## config.mk

```make
export PLATFORM = sky130hd
export DESIGN_NAME = mem_arbiter
export DESIGN_NICKNAME = d
export VERILOG_FILES = /design/src/rtl/mem_arbiter_pkg.sv /design/src/rtl/arb_grant_sel.sv /design/src/rtl/mem_arbiter.sv
export SDC_FILE = /design/constraint.sdc
export NUM_CORES = 1
export LEC_CHECK = 0
export ABC_AREA = 0
export CAP_MARGIN = 20
export CORE_MARGIN = 8
export CORE_UTILIZATION = 39
export DETAILED_ROUTE_END_ITERATION = 8
export PLACE_DENSITY = 0.88
export SLEW_MARGIN = 20
export SYNTH_ARGS = -nofsm -noshare
export SYNTH_HDL_FRONTEND = slang
export SYNTH_SLANG_ARGS = --single-unit
```

## constraint.sdc

```tcl
create_clock -name clk -period 2.1 [get_ports clk]
set_input_delay 0.42 -clock clk [delete_from_list [all_inputs] [get_ports clk]]
set_output_delay 0.42 -clock clk [all_outputs]
set_load 0.03 [all_outputs]
```

## src/rtl/mem_arbiter_pkg.sv

```systemverilog
// Shared widths, FSM state encoding and grant encoding for the memory arbiter.
package mem_arbiter_pkg;

  localparam int unsigned InstAddrBus = 32;
  localparam int unsigned MemBus      = 32;
  localparam int unsigned ByteSel     = 4;

  typedef enum logic [1:0] {
    ArbIdle = 2'b00,
    ArbReq  = 2'b01,
    ArbResp = 2'b10,
    ArbAck  = 2'b11
  } arb_state_e;

  typedef enum logic {
    ArbGntI = 1'b0,
    ArbGntD = 1'b1
  } arb_gnt_e;

endpackage

```

## src/rtl/arb_grant_sel.sv

```systemverilog
// Combinational grant selection between ibus and dbus.
// ARB_RR_EN selects round-robin; otherwise dbus has fixed priority.
module arb_grant_sel
  import mem_arbiter_pkg::*;
(
  input  logic     ibus_req_i,
  input  logic     dbus_req_i,
`ifdef ARB_RR_EN
  input  arb_gnt_e last_i,
`endif
  output arb_gnt_e gnt_o
);

  always_comb begin
    gnt_o = dbus_req_i ? ArbGntD : ArbGntI;
`ifdef ARB_RR_EN
    // On a conflict favour whichever master was not served last.
    if (ibus_req_i && dbus_req_i) begin
      gnt_o = (last_i == ArbGntI) ? ArbGntD : ArbGntI;
    end
`else
    if (ibus_req_i && !dbus_req_i) begin
      gnt_o = ArbGntI;
    end
`endif
  end

endmodule

```

## src/rtl/mem_arbiter.sv

```systemverilog
// Two-master (ibus/dbus) arbiter in front of a single-ported valid/ready memory slave.
// Define ARB_RR_EN for round-robin arbitration; default is dbus fixed priority.
module mem_arbiter
  import mem_arbiter_pkg::*;
#(
  parameter int unsigned ADDR_W = InstAddrBus,
  parameter int unsigned DATA_W = MemBus,
  parameter int unsigned SEL_W  = ByteSel
) (
  input  logic              clk,
  input  logic              rst_n,
  input  logic              ibus_req_i,
  input  logic [ADDR_W-1:0] ibus_addr_i,
  output logic [DATA_W-1:0] ibus_data_o,
  output logic              ibus_ack_o,
  input  logic              dbus_req_i,
  input  logic              dbus_we_i,
  input  logic [ADDR_W-1:0] dbus_addr_i,
  input  logic [DATA_W-1:0] dbus_data_i,
  input  logic [SEL_W-1:0]  dbus_sel_i,
  output logic [DATA_W-1:0] dbus_data_o,
  output logic              dbus_ack_o,
  output logic              mem_valid_o,
  input  logic              mem_ready_i,
  output logic              mem_we_o,
  output logic [ADDR_W-1:0] mem_addr_o,
  output logic [DATA_W-1:0] mem_wdata_o,
  output logic [SEL_W-1:0]  mem_sel_o,
  input  logic              mem_rvalid_i,
  input  logic [DATA_W-1:0] mem_rdata_i,
  output logic              hold_o
);

  arb_state_e        state_q;
  arb_gnt_e          gnt_q;
  arb_gnt_e          gnt_sel;
  logic              valid_q;
  logic              we_q;
  logic [ADDR_W-1:0] addr_q;
  logic [DATA_W-1:0] wdata_q;
  logic [SEL_W-1:0]  sel_q;
  logic [DATA_W-1:0] ibus_data_q;
  logic [DATA_W-1:0] dbus_data_q;
  logic              ibus_ack_q;
  logic              dbus_ack_q;

  // In round-robin mode the latched grant doubles as the last-served pointer.
  arb_grant_sel u_grant_sel (
    .ibus_req_i (ibus_req_i),
    .dbus_req_i (dbus_req_i),
`ifdef ARB_RR_EN
    .last_i     (gnt_q),
`endif
    .gnt_o      (gnt_sel)
  );

  always_ff @(posedge clk) begin
    if (!rst_n) begin
      state_q     <= ArbIdle;
      gnt_q       <= ArbGntI;
      valid_q     <= 1'b0;
      we_q        <= 1'b0;
      addr_q      <= '0;
      wdata_q     <= '0;
      sel_q       <= '0;
      ibus_data_q <= '0;
      dbus_data_q <= '0;
      ibus_ack_q  <= 1'b0;
      dbus_ack_q  <= 1'b0;
    end else begin
      ibus_ack_q <= 1'b0;
      dbus_ack_q <= 1'b0;
      unique case (state_q)
        ArbIdle: begin
          if (ibus_req_i || dbus_req_i) begin
            gnt_q   <= gnt_sel;
            valid_q <= 1'b1;
            state_q <= ArbReq;
            if (gnt_sel == ArbGntD) begin
              we_q    <= dbus_we_i;
              addr_q  <= dbus_addr_i;
              wdata_q <= dbus_data_i;
              sel_q   <= dbus_sel_i;
            end else begin
              we_q    <= 1'b0;
              addr_q  <= ibus_addr_i;
              wdata_q <= '0;
              sel_q   <= '1;
            end
          end
        end
        ArbReq: begin
          if (mem_ready_i) begin
            valid_q <= 1'b0;
            state_q <= ArbResp;
          end
        end
        ArbResp: begin
          if (mem_rvalid_i) begin
            state_q <= ArbAck;
            if (gnt_q == ArbGntD) begin
              dbus_data_q <= we_q ? '0 : mem_rdata_i;
              dbus_ack_q  <= 1'b1;
            end else begin
              ibus_data_q <= mem_rdata_i;
              ibus_ack_q  <= 1'b1;
            end
          end
        end
        ArbAck: begin
          state_q <= ArbIdle;
        end
        default: begin
          state_q <= ArbIdle;
        end
      endcase
    end
  end

  assign mem_valid_o = valid_q;
  assign mem_we_o    = we_q;
  assign mem_addr_o  = addr_q;
  assign mem_wdata_o = wdata_q;
  assign mem_sel_o   = sel_q;
  assign ibus_data_o = ibus_data_q;
  assign dbus_data_o = dbus_data_q;
  assign ibus_ack_o  = ibus_ack_q;
  assign dbus_ack_o  = dbus_ack_q;

  assign hold_o = (ibus_req_i & ~ibus_ack_q) | (dbus_req_i & ~dbus_ack_q);

endmodule

```

==> metrics.md <==
| Metric | Value |
|---|---|
| Status | finished, final reports clean |
| CTS tree | done |
| First-pass GRT wire length | 28500 um |
| Worst Hold Slack | 0.367 ns |
| Most common cell in the netlist | dfxtp_1 |
| Max stage delay cell, worst path | clkdlybuf4s50_1 |
| Avg Cell Area, Syn | 9.43 um^2 |
| Cell Int Power | 0.00660 W |
| Gr ovfl total | 0 |
| Fill cell count | 994 |
| Largest net degree at the start of global routing | 105 |
| Max-slew headroom | 0.655 |
| PostCTS Resize Cnt | 0 |
| Layout cell share with drive strength beyond 1 | 0.0831 |
| Min-delay worst type | input port to register |
| Die Ht | 132 um |
| # DRC | 0 |
| CP max stage delay | 0.72 ns |
| Comb pwr share | 0.399 |
| # clock sinks | 139 |
| Unrepaired setup endpoints after global routing | false |
| Cts hold-fix bufs | 0 |
| FF-to-FF Start | state_q[0] |
| Clock Power Share | 0.277 |
| Reg2reg setup slack | 0.43 ns |
| Worst Path Buf+Inv | 1 |
| VDD IR max | 0.705 mV |
| CP Launch Point | mem_we_o |
| Detailed placer's ending HPWL | 13400 um |
| DRT Pass-1 Iters | 7 |
| CTS buffer count | 17 |
| Flops & latches, synth | 139 |
| Ys flop type | dfxtp_1 |
| CP arrival | 1.54 ns |
| Ys Warns | 0 |
| Clock root buffer | clkbuf_16 |
| Vias in the first global route | 5194 |
| Measured slew at the worst slew-check pin | 0.517 ns |
| Ys async rst share | 0 |
| Leakage | 3.26 nW |
| I/O pin cnt | 276 |
| Crit Path Category | register to output pin |
| Worst clock skew | 0.00947 ns |
| Post-synth EDFFs | 0 |
| Netlist cell types | 32 |
| Clock Pin Slew Worst Setup and Hold Paths | 0.06 ns |
| Setup Buffers After CTS | 0 |
| Wirelength per Cell | 18.3 um |
| Cells along the critical path | clkdlybuf4s50_1 |
| Placer Congestion | 0.787 |
| Area contributors post-synth | dfxtp_1 (53%), nand2_1 (7.6%), a21oi_1 (6.8%) |
| CP Data Required Time | 1.68 ns |
| Initial antenna violation count | 1 |
| Area growth syn-to-layout | 66.0% |
| Top cells by count, synth | dfxtp_1 (139), nand2_1 (107), a21oi_1 (71) |
| Final WL | 18400 um |
| Post-route ant nets | 0 |
| Worst-path maximum fanout | 3 |
| Sw Ratio | 0.367 |
| Routed vias/inst | 5.09 |
| Slew Limit Fails | 0 |
| PwrDens | 1190 nW/um^2 |
| Final hold viol count | 0 |
| Iter 0 DRT Violations | 305 |
| Core area | 13200 um^2 |
| Min Tclk post-route | 1.96 ns |
| Post-Route Setup TNS | 0 ns |
| Worst reg-to-reg path cell count | 6 |
| Synth Instances | 558 |
| Gr usage total | 0.206 |
| CP endpoint kind | output pin |
| Final setup violation count | 0 |
| Die X | 132 um |
| Path length in cells of the critical path | 1 |
| ANT cells | 0 |
| Mapped Area | 5260 um^2 |
| Fin crit share | 0.932 |
| Sequential Power Share | 0.324 |
| Worst Setup EP | mem_we_o |
| Cell type group with the largest total delay on the critical path | buffers and inverters |
| Fin nets | 961 |
| Die area | 17500 um^2 |
| IO Port Bufs | 275 |
| Site Rows | 42 |
| H-tree depth | 4 |
| Worst flop-to-flop path endpoint | dbus_data_o[15] |
| Sequential area share after synthesis | 0.529 |
| Max frequency | 511 MHz |
| Post-Route Utilization | 0.663 |
| Vias | 5125 |
| Max Root-Sink Buffers | 2 |
| Initial Util | 0.399 |
| Area leader, netlist | dfxtp_1 |
| Clk Latency, worst-skew pair | 0.42 ns |
| Top cell type's share of synthesized area | 0.529 |
| Max Cap Viol | 0 |
| Net switching power figure | 0.00383 W |
| Syn_nets | 701 |
| CP Launch Type | register |
==> layer usage <==
metal | routed length [um] | share of wire | global-route usage
met1 | 6980 | 0.38 | 0.214
met2 | 9020 | 0.49 | 0.349
met3 | 2000 | 0.11 | 0.101
met4 | 439 | 0.024 | 0.0871
met5 | 13 | 0.00070 | 0
==> cell type report <==
| cell class | instances | area, um^2 | share of cell area |
|---|---|---|---|
| flip-flops and latches | 139 | 2780 | 0.318 |
| clock inverters | 10 | 119 | 0.0136 |
| well taps | 176 | 220 | 0.0252 |
| multi-input cells | 364 | 2190 | 0.251 |
| inverters | 7 | 27.5 | 0.00315 |
| repair buffers | 289 | 2950 | 0.338 |
| clock buffers | 21 | 450 | 0.0515 |
==> through the flow <==
| step | cells | area [um^2] | setup slack, ns | total power [W] |
|---|---|---|---|---|
| floorplan | 558 | 5260 | 0.301 | 0.00589 |
| finish | 1006 | 8740 | 0.142 | 0.0104 |
| CTS | 1006 | 8740 | 0.136 | 0.0105 |
| detailed placement | 975 | 8170 | 0.139 | 0.00759 |
| global route | 1006 | 8740 | 0.117 | 0.0110 |
| global placement | 975 | 8170 | 0.196 | 0.00751 |
==> cells by family (layout without fill, tap and decap cells) <==
group	Yosys count	after routing	synth area share
mux	33	33	0.0628
compound gates	148	148	0.203
fa+ha+maj	4	4	0.00951
flops	139	139	0.529
simple gates	179	179	0.139
buf+inv	55	327	0.0573
==> flip-flops by register name, indices dropped and copies added (netlist names) <==
| name | flops |
|---|---|
| dbus_ack_o | 1 |
| mem_wdata_o | 32 |
| ibus_data_o | 32 |
| gnt_q | 1 |
| state_q | 2 |
| mem_we_o | 1 |
| ibus_ack_o | 1 |
| mem_sel_o | 4 |
| mem_addr_o | 32 |
| dbus_data_o | 32 |
| mem_valid_o | 1 |
==> power by group through the flow <==
stage	logic (W)	registers [W]	clock network, W
final	0.00416	0.00338	0.00289
after global routing	0.00445	0.00343	0.00307
after CTS	0.00419	0.00338	0.00295
after detailed placement	0.00416	0.00342	0
after global placement	0.00411	0.00341	0
after floorplan	0.00165	0.00424	0
==> worst min path at each step <==
stage	from	endpoint	cells after the start
floorplan	state_q[1]	state_q[1]	2
global placement	mem_sel_o[0]	mem_sel_o[0]	2
detailed placement	mem_wdata_o[23]	mem_wdata_o[23]	2
CTS	dbus_req_i	gnt_q	3
global route	dbus_req_i	gnt_q	3
finish	dbus_req_i	gnt_q	3
==> layout by cell type (no fill, tap or decap), drive strengths merged <==
cell type	n
a211oi	32
a21oi	71
a221o	1
a222oi	1
a22o	32
a31oi	1
and2b	1
and3b	1
and4	1
buf	16
bufinv	2
clkbuf	21
clkdlybuf4s50	273
clkinv	5
clkinvlp	3
dfxtp	139
ha	4
inv	7
mux2i	33
nand2	107
nand3	33
nand3b	1
nor2	34
o211a	1
o21a	1
o21ai	6
o22ai	1
o311ai	1
or2	1
Power figures use the tool's default switching activity.
